<file path="src/rtl/square_wave_meter_mc_if.sv">
// square_wave_meter_mc_if: result port of the multi-channel square-wave meter.
// Signals:
//   valid   - a result is held on the port
//   ready   - consumer accepts the held result this cycle
//   ch      - channel that produced the result
//   period  - sys_clk cycles spanned by the N measured periods
//   high    - sys_clk cycles the input was high inside the window
//   timeout - window aborted by the cycle limit; counts valid up to the abort
// Modports: master (meter side), slave (consumer side).
interface square_wave_meter_mc_if #(
    parameter int CH_W  = 2,
    parameter int CNT_W = 32
);
    logic             valid;
    logic             ready;
    logic [CH_W-1:0]  ch;
    logic [CNT_W-1:0] period;
    logic [CNT_W-1:0] high;
    logic             timeout;

    modport master (output valid, ch, period, high, timeout, input ready);
    modport slave  (input valid, ch, period, high, timeout, output ready);
endinterface

</file>
<file path="src/rtl/square_wave_meter_mc.sv">
// square_wave_meter_mc: multi-channel equal-precision square-wave period/duty meter.
// Ports:
//   sys_clk  - measurement clock
//   sys_rst  - asynchronous active-high reset
//   wave_in  - per-channel asynchronous square-wave inputs
//   start    - per-channel one-cycle start pulse (honoured only while idle)
//   N        - number of periods to measure, sampled at start (0 acts as 1)
//   busy     - per-channel "not idle"
//   res      - round-robin arbitrated valid/ready result port (master side)
module square_wave_meter_mc #(
    parameter int          CH_NUM      = 4,
    parameter int          CNT_W       = 32,
    parameter int          N_W         = 16,
    parameter int unsigned TIMEOUT_CYC = 200_000_000
) (
    input  logic                sys_clk,
    input  logic                sys_rst,
    input  logic [CH_NUM-1:0]   wave_in,
    input  logic [CH_NUM-1:0]   start,
    input  logic [N_W-1:0]      N,
    output logic [CH_NUM-1:0]   busy,
    square_wave_meter_mc_if.master res
);
    localparam int CH_W = (CH_NUM > 1) ? $clog2(CH_NUM) : 1;
    localparam logic [CNT_W-1:0] TO_LIM = CNT_W'(TIMEOUT_CYC);

    typedef enum logic [1:0] {IDLE, ARM, MEAS, DONE} state_t;

    logic [CH_NUM-1:0] req;
    logic [CH_NUM-1:0] tmo_q;
    logic [CNT_W-1:0]  per_q  [CH_NUM];
    logic [CNT_W-1:0]  high_q [CH_NUM];
    logic              can_load;
    logic              gnt_vld;
    logic [CH_W-1:0]   gnt_idx;
    logic [CH_W-1:0]   rr_ptr;

    for (genvar c = 0; c < CH_NUM; c++) begin : g_ch
        logic             meta, sync, dly, rise, gnt;
        state_t           st, st_nx;
        logic [CNT_W-1:0] per, per_nx, high, high_nx, wait_cnt, wait_nx;
        logic [N_W-1:0]   edge_cnt, edge_nx, n_lat, n_nx;
        logic             tmo, tmo_nx;

        // The synchroniser latency is the same for every edge, so it cancels
        // out of both counts.
        assign rise = sync & ~dly;
        assign gnt  = gnt_vld && (gnt_idx == CH_W'(c));

        always_ff @(posedge sys_clk or posedge sys_rst) begin
            if (sys_rst) begin
                meta     <= 1'b0;
                sync     <= 1'b0;
                dly      <= 1'b0;
                st       <= IDLE;
                per      <= '0;
                high     <= '0;
                wait_cnt <= '0;
                edge_cnt <= '0;
                n_lat    <= '0;
                tmo      <= 1'b0;
            end else begin
                meta     <= wave_in[c];
                sync     <= meta;
                dly      <= sync;
                st       <= st_nx;
                per      <= per_nx;
                high     <= high_nx;
                wait_cnt <= wait_nx;
                edge_cnt <= edge_nx;
                n_lat    <= n_nx;
                tmo      <= tmo_nx;
            end
        end

        always_comb begin
            st_nx   = st;
            per_nx  = per;
            high_nx = high;
            wait_nx = wait_cnt;
            edge_nx = edge_cnt;
            n_nx    = n_lat;
            tmo_nx  = tmo;
            case (st)
                IDLE: if (start[c]) begin
                    st_nx   = ARM;
                    n_nx    = (N == '0) ? N_W'(1) : N;
                    per_nx  = '0;
                    high_nx = '0;
                    wait_nx = '0;
                    edge_nx = '0;
                    tmo_nx  = 1'b0;
                end
                ARM: if (rise) begin
                    // The first edge cycle is the first cycle of the window
                    // and the input is high in it.
                    st_nx   = MEAS;
                    per_nx  = CNT_W'(1);
                    high_nx = CNT_W'(1);
                    edge_nx = '0;
                end else begin
                    wait_nx = wait_cnt + 1'b1;
                    if (wait_nx == TO_LIM) begin
                        st_nx   = DONE;
                        tmo_nx  = 1'b1;
                        per_nx  = '0;
                        high_nx = '0;
                    end
                end
                MEAS: if (rise && (edge_cnt + 1'b1 == n_lat)) begin
                    // The closing edge belongs to the next period: leave the
                    // counts untouched so the window is exactly N periods.
                    st_nx = DONE;
                end else begin
                    per_nx  = per + 1'b1;
                    high_nx = high + CNT_W'(sync);
                    edge_nx = edge_cnt + N_W'(rise);
                    if (per_nx == TO_LIM) begin
                        st_nx  = DONE;
                        tmo_nx = 1'b1;
                    end
                end
                DONE: if (gnt) st_nx = IDLE;
                default: st_nx = IDLE;
            endcase
        end

        assign busy[c]   = (st != IDLE);
        assign req[c]    = (st == DONE);
        assign tmo_q[c]  = tmo;
        assign per_q[c]  = per;
        assign high_q[c] = high;
    end

    // Loading is allowed when the port is empty or drains this cycle, which
    // gives one result per cycle when several channels finish together.
    assign can_load = ~res.valid | res.ready;

    function automatic logic [CH_W-1:0] rr_idx(input logic [CH_W-1:0] p, input int k);
        int j = int'(p) + k;
        return CH_W'((j >= CH_NUM) ? j - CH_NUM : j);
    endfunction

    always_comb begin
        gnt_vld = 1'b0;
        gnt_idx = '0;
        for (int k = 0; k < CH_NUM; k++) begin
            if (!gnt_vld && can_load && req[rr_idx(rr_ptr, k)]) begin
                gnt_vld = 1'b1;
                gnt_idx = rr_idx(rr_ptr, k);
            end
        end
    end

    always_ff @(posedge sys_clk or posedge sys_rst) begin
        if (sys_rst) begin
            res.valid   <= 1'b0;
            res.ch      <= '0;
            res.period  <= '0;
            res.high    <= '0;
            res.timeout <= 1'b0;
            rr_ptr      <= '0;
        end else if (gnt_vld) begin
            res.valid   <= 1'b1;
            res.ch      <= gnt_idx;
            res.period  <= per_q[gnt_idx];
            res.high    <= high_q[gnt_idx];
            res.timeout <= tmo_q[gnt_idx];
            rr_ptr      <= (gnt_idx == CH_W'(CH_NUM - 1)) ? '0 : gnt_idx + 1'b1;
        end else if (res.ready) begin
            res.valid   <= 1'b0;
        end
    end
endmodule

</file>
<file path="src/flat_wrapper.sv">
// flat-port wrapper written by rule: the top's interface ports become plain ports
module square_wave_meter_mc_flat 
#(
    parameter int          CH_NUM      = 4,
    parameter int          CNT_W       = 32,
    parameter int          N_W         = 16,
    parameter int unsigned TIMEOUT_CYC = 200_000_000
)
  (sys_clk, sys_rst, wave_in, start, N, busy, res_valid, res_ch, res_period, res_high, res_timeout, res_ready);
  square_wave_meter_mc_if #(.CH_W(2), .CNT_W(CNT_W)) res_i ();
  input  logic sys_clk;
  input  logic sys_rst;
  input  logic [CH_NUM-1:0] wave_in;
  input  logic [CH_NUM-1:0] start;
  input  logic [N_W-1:0] N;
  output logic [CH_NUM-1:0] busy;
  output wire logic [$bits(res_i.valid)-1:0] res_valid;
  output wire logic [$bits(res_i.ch)-1:0] res_ch;
  output wire logic [$bits(res_i.period)-1:0] res_period;
  output wire logic [$bits(res_i.high)-1:0] res_high;
  output wire logic [$bits(res_i.timeout)-1:0] res_timeout;
  input wire logic [$bits(res_i.ready)-1:0] res_ready;
  assign res_valid = res_i.valid;
  assign res_ch = res_i.ch;
  assign res_period = res_i.period;
  assign res_high = res_i.high;
  assign res_timeout = res_i.timeout;
  assign res_i.ready = res_ready;
  square_wave_meter_mc #(.CH_NUM(CH_NUM), .CNT_W(CNT_W), .N_W(N_W), .TIMEOUT_CYC(TIMEOUT_CYC)) u_core (.sys_clk(sys_clk), .sys_rst(sys_rst), .wave_in(wave_in), .start(start), .N(N), .busy(busy), .res(res_i));
endmodule
</file>
<file path="config.mk">
export PLATFORM = sky130hd
export DESIGN_NAME = square_wave_meter_mc_flat
export DESIGN_NICKNAME = d
export VERILOG_FILES = /design/src/rtl/square_wave_meter_mc_if.sv /design/src/rtl/square_wave_meter_mc.sv /design/src/flat_wrapper.sv
export SDC_FILE = /design/constraint.sdc
export NUM_CORES = 2
export LEC_CHECK = 0
export CELL_PAD_IN_SITES_DETAIL_PLACEMENT = 1
export CELL_PAD_IN_SITES_GLOBAL_PLACEMENT = 1
export CORE_ASPECT_RATIO = 1.5
export CORE_MARGIN = 2
export CORE_UTILIZATION = 45
export CTS_CLUSTER_DIAMETER = 60
export DETAILED_ROUTE_END_ITERATION = 7
export GPL_TIMING_DRIVEN = 0
export PLACE_DENSITY = 0.77
export SETUP_SLACK_MARGIN = 0.2
export SLEW_MARGIN = 0
export SYNTH_ARGS = -nofsm -noshare
export SYNTH_HDL_FRONTEND = slang
export SYNTH_SLANG_ARGS = --single-unit
</file>
<file path="constraint.sdc">
create_clock -name sys_clk -period 34.1 [get_ports sys_clk]
set_clock_uncertainty 0.05 [all_clocks]
set_input_delay 10.23 -clock sys_clk [delete_from_list [all_inputs] [get_ports sys_clk]]
set_output_delay 10.23 -clock sys_clk [all_outputs]
set_load 0.02 [all_outputs]
</file>
==> flow_results.xml <==
<?xml version="1.0" encoding="UTF-8"?>
<metrics>
  <group name="synth">
    <metric name="synth_ff_type" unit="">sky130_fd_sc_hd__dfrtp_1</metric>
    <metric name="post_synthesis_sequential_area_ratio" unit="%">39.1</metric>
    <metric name="synth-warning-count" unit="">0</metric>
    <metric name="synth.distinct_cells" unit="">96</metric>
    <metric name="ys_seq_elements" unit="">606</metric>
    <metric name="synthesis.area_per_instance" unit="µm²">8.17</metric>
    <metric name="synth-edff-count" unit="">0</metric>
    <metric name="synth_async_sr_flop_share" unit="%">100</metric>
    <metric name="synthesis.instances" unit="">4746</metric>
    <metric name="synth_net_count" unit="">4833</metric>
    <metric name="syn-cell-area" unit="µm²">38800</metric>
  </group>
  <group name="placed_design">
    <metric name="place_area" unit="µm²">41300</metric>
    <metric name="placement.io_buffers" unit="">98</metric>
    <metric name="place_hpwl" unit="µm">112000</metric>
    <metric name="gpl.final_weighted_congestion" unit="">1.01</metric>
  </group>
  <group name="drt">
    <metric name="post_drt_via_cell_ratio" unit="">6.39</metric>
    <metric name="detail_route.drc_violations" unit="">0</metric>
    <metric name="ant_nets" unit="">0</metric>
    <metric name="drt-pass1-iter-count" unit="">7</metric>
    <metric name="drt_iter0_drc" unit="">2938</metric>
    <metric name="totalWireLength" unit="µm">152000</metric>
    <metric name="route.vias.total" unit="">39017</metric>
    <metric name="wl_per_cell" unit="µm">24.9</metric>
  </group>
  <group name="status">
    <metric name="violations_in_the_final_reports" unit="">capacitance limit, slew limit</metric>
    <metric name="run_status" unit="">finished, violations left</metric>
  </group>
  <group name="critical_path">
    <metric name="timing.setup.critical_path_class" unit="">in -&gt; reg</metric>
    <metric name="arrival" unit="ns">14.21</metric>
    <metric name="required_time_reported_for_the_critical_path_endpoint" unit="ns">34.58</metric>
    <metric name="critical_path.endpoint_type" unit="">flip-flop</metric>
    <metric name="startpoint_type" unit="">input pin</metric>
    <metric name="top_fanout_value_on_the_critical_path" unit="">10</metric>
  </group>
  <group name="timing">
    <metric name="worst_slew_margin_rel" unit="%">-3.01</metric>
    <metric name="number_of_setup_violations_in_the_final_report" unit="">0</metric>
    <metric name="maxSlewViolCount" unit="">3</metric>
    <metric name="tns" unit="ns">0</metric>
    <metric name="min_period_over_period" unit="%">40.2</metric>
    <metric name="max_freq" unit="MHz">72.9</metric>
    <metric name="timing.final.crit_period" unit="ns">13.72</metric>
    <metric name="tightestPinTransition" unit="ns">1.53</metric>
    <metric name="report.final.hold_viol_count" unit="">0</metric>
    <metric name="grt_setup_unrepaired" unit="">no</metric>
    <metric name="hold_slack" unit="ns">0.295</metric>
  </group>
  <group name="layout">
    <metric name="area.growth.synth_to_final" unit="%">13.0</metric>
    <metric name="num-nets-final" unit="">5008</metric>
    <metric name="stdcell_area" unit="µm²">43800</metric>
    <metric name="post_route_cells_drive_above_1_share" unit="%">6.67</metric>
  </group>
  <group name="global_route">
    <metric name="number_of_antenna_violations_at_the_first_check_in_global_routing" unit="">3</metric>
    <metric name="grt_max_degree" unit="">112</metric>
    <metric name="groute.usage.overall" unit="%">34.0</metric>
    <metric name="grt_pass1_wl" unit="µm">236000</metric>
    <metric name="via_count_of_the_first_global_routing_pass" unit="">39813</metric>
    <metric name="grt-ovfl-total" unit="">0</metric>
  </group>
  <group name="power_and_ir_drop">
    <metric name="power_switching_share" unit="%">46.1</metric>
    <metric name="comb_power_share" unit="%">44.1</metric>
    <metric name="internal_power" unit="µW">1650</metric>
    <metric name="vdd_drop_max" unit="mV">0.0567</metric>
    <metric name="cellPowerDensity" unit="nW/µm²">70.0</metric>
    <metric name="report.power.total" unit="µW">3070</metric>
    <metric name="power.net_switching" unit="µW">1410</metric>
    <metric name="power_frac_seq" unit="%">28.7</metric>
    <metric name="share_clk_of_total_power" unit="%">27.3</metric>
    <metric name="power_leakage" unit="µW">0.0173</metric>
  </group>
  <group name="cts">
    <metric name="postCtsResizedCells" unit="">0</metric>
    <metric name="clockRootBuffer" unit="">sky130_fd_sc_hd__clkbuf_16</metric>
    <metric name="cts_inserted_buffers" unit="">69</metric>
    <metric name="clk_transition_reported_paths" unit="ns">0.06</metric>
    <metric name="cts_post_setup_buffers_inserted" unit="">0</metric>
    <metric name="postCtsHoldBufs" unit="">0</metric>
    <metric name="worstSkewPairLatency" unit="ns">0.68</metric>
    <metric name="cts.path.max_buffers" unit="">3</metric>
    <metric name="cts.htree.levels" unit="">3</metric>
    <metric name="cts_tree" unit="">done</metric>
    <metric name="clock-sinks" unit="">606</metric>
  </group>
  <group name="die">
    <metric name="die-height" unit="µm">363</metric>
    <metric name="initial_utilization" unit="%">45.5</metric>
    <metric name="core" unit="µm²">85200</metric>
    <metric name="floorplan.die.width" unit="µm">244</metric>
    <metric name="die_area" unit="µm²">88600</metric>
    <metric name="std_cell_rows" unit="">131</metric>
    <metric name="io-pin-count" unit="">99</metric>
  </group>
  <group name="hold_path">
    <metric name="min-delay-path-class" unit="">reg -&gt; reg</metric>
  </group>
  <group name="flow_run">
    <metric name="maxCapViolations" unit="">1</metric>
  </group>
</metrics>
[sequential cells by signal, indices dropped and copies added (netlist names), 8 cells and up]
name,cells
u_core.g_ch.high,128
u_core.res.high,32
u_core.g_ch.st,8
u_core.g_ch.wait_cnt,128
u_core.res.period,32
u_core.g_ch.n_lat,64
u_core.g_ch.per,128
u_core.g_ch.edge_cnt,64
[Yosys cell counts, types with 10 or more instances]
library cell / count / share of area, %
sky130_fd_sc_hd__and3_1: 86 / 1.4
sky130_fd_sc_hd__o21ai_0: 668 / 8.6
sky130_fd_sc_hd__o31ai_1: 152 / 2.9
sky130_fd_sc_hd__a211oi_1: 17 / 0.33
sky130_fd_sc_hd__o41ai_1: 64 / 1.4
sky130_fd_sc_hd__and4_1: 40 / 0.90
sky130_fd_sc_hd__nand4_1: 130 / 2.1
sky130_fd_sc_hd__nor3_1: 77 / 0.99
sky130_fd_sc_hd__xor2_1: 54 / 1.2
sky130_fd_sc_hd__nand2b_1: 65 / 1.0
sky130_fd_sc_hd__o41ai_2: 17 / 0.71
sky130_fd_sc_hd__nand2_1: 555 / 5.4
sky130_fd_sc_hd__buf_1: 16 / 0.15
sky130_fd_sc_hd__or4_1: 34 / 0.66
sky130_fd_sc_hd__nor2_1: 492 / 4.8
sky130_fd_sc_hd__o31ai_4: 10 / 0.55
sky130_fd_sc_hd__a21oi_1: 134 / 1.7
sky130_fd_sc_hd__nand4b_1: 15 / 0.34
sky130_fd_sc_hd__buf_2: 45 / 0.58
sky130_fd_sc_hd__nor3b_1: 12 / 0.23
sky130_fd_sc_hd__mux2i_1: 13 / 0.34
sky130_fd_sc_hd__or3_1: 34 / 0.55
sky130_fd_sc_hd__a31oi_1: 104 / 1.7
sky130_fd_sc_hd__inv_1: 80 / 0.77
sky130_fd_sc_hd__nand3b_1: 11 / 0.21
sky130_fd_sc_hd__xnor2_1: 108 / 2.4
sky130_fd_sc_hd__dfrtp_1: 606 / 39
sky130_fd_sc_hd__nor4b_1: 10 / 0.23
sky130_fd_sc_hd__mux2_2: 74 / 2.1
sky130_fd_sc_hd__a22o_1: 12 / 0.27
sky130_fd_sc_hd__o211ai_1: 18 / 0.35
sky130_fd_sc_hd__clkbuf_1: 275 / 2.7
sky130_fd_sc_hd__a21o_1: 16 / 0.31
sky130_fd_sc_hd__nand3_1: 306 / 4.0
sky130_fd_sc_hd__and2_1: 47 / 0.76
sky130_fd_sc_hd__nor2b_1: 23 / 0.37
sky130_fd_sc_hd__ha_1: 60 / 1.9
sky130_fd_sc_hd__or2_2: 10 / 0.16
sky130_fd_sc_hd__nor4_1: 76 / 1.2
[path summary, 6_finish.rpt]
check / from / cells past startpoint / slack, ns / end
worst max-delay path: res_ready / 9 / 20.38 / u_core.res.period[11]
worst min-delay path: u_core.g_ch[0].meta / 0 / 0.30 / u_core.g_ch[0].sync
worst max register to register: u_core.g_ch[3].per[0] / 10 / 28.92 / u_core.g_ch[3].st[1]
worst min register to register: u_core.g_ch[0].meta / 0 / 0.30 / u_core.g_ch[0].sync
max in group asynchronous: sys_rst / 6 / 21.92 / u_core.g_ch[0].wait_cnt[8]
min in group asynchronous: sys_rst / 3 / 10.04 / u_core.g_ch[3].per[13]
[stage by stage]
step / std cells / util, % / worst slack [ns]
finish: 6106 / 51.4 / 20.38
floorplan: 4746 / - / 6.85
global placement: 5974 / 48.3 / -1.89
detailed placement: 5980 / 48.5 / 19.89
global route: 6104 / 51.4 / 20.32
CTS: 6104 / 51.4 / 20.57
[cell families after synthesis]
group	share of synthesized area, %
fa+ha+maj	1.94
xor+xnor	3.66
flops	39.1
simple gates	26.3
mux	2.49
buf+inv	4.41
compound gates	22.1
[metal layers]
metal / global-route usage [%] / routed length (µm)
met5: 0 / 0
met3: 4.46 / 6490
met2: 59.3 / 75300
met1: 40.2 / 60900
met4: 19.2 / 9380
[power groups by stage]
stage / registers [µW] / clock network [µW] / logic [µW]
after floorplan: 897 / 0 / 704
after global placement: 887 / 0 / 1280
after detailed placement: 890 / 0 / 1310
after CTS: 877 / 847 / 1320
after global routing: 888 / 875 / 1430
final: 879 / 836 / 1350
[worst max-delay path: stages]
cell and delay [ns]:
sky130_fd_sc_hd__clkdlybuf4s50_1 0.40, sky130_fd_sc_hd__nand2b_1 0.34, sky130_fd_sc_hd__o21ai_0 0.28, sky130_fd_sc_hd__clkbuf_1 0.81, sky130_fd_sc_hd__clkbuf_1 0.55, sky130_fd_sc_hd__buf_1 0.76, sky130_fd_sc_hd__a21oi_1 0.39, sky130_fd_sc_hd__o21ai_0 0.29
sky130_fd_sc_hd__o21ai_0 0.12
[area by class of cell]
cell class	instances	area [µm²]
tap	1130	1410
timing repair buffer	104	1150
clock buffer	92	1990
clock inverter	32	474
fill	10411	41400
buffer	346	1410
sequential	606	15200
inverter	81	312
antenna	2	5.00
multi-input combinational	3713	21900
[layout by cell type (no fill, tap or decap), types with 47 or more instances in the layout]
master / count
sky130_fd_sc_hd__dfrtp_1: 606
sky130_fd_sc_hd__mux2_2: 74
sky130_fd_sc_hd__clkdlybuf4s50_1: 98
sky130_fd_sc_hd__and3_1: 86
sky130_fd_sc_hd__nand4_1: 130
sky130_fd_sc_hd__clkbuf_1: 283
sky130_fd_sc_hd__a31oi_1: 104
sky130_fd_sc_hd__nor4_1: 76
sky130_fd_sc_hd__xor2_1: 54
sky130_fd_sc_hd__a21oi_1: 134
sky130_fd_sc_hd__nor3_1: 77
sky130_fd_sc_hd__inv_1: 79
sky130_fd_sc_hd__nor2_1: 492
sky130_fd_sc_hd__ha_1: 60
sky130_fd_sc_hd__o21ai_0: 668
sky130_fd_sc_hd__xnor2_1: 108
sky130_fd_sc_hd__o41ai_1: 64
sky130_fd_sc_hd__and2_1: 47
sky130_fd_sc_hd__nand2_1: 555
sky130_fd_sc_hd__clkbuf_16: 71
sky130_fd_sc_hd__nand2b_1: 65
sky130_fd_sc_hd__o31ai_1: 152
sky130_fd_sc_hd__nand3_1: 306
Power figures use the tool's default switching activity.
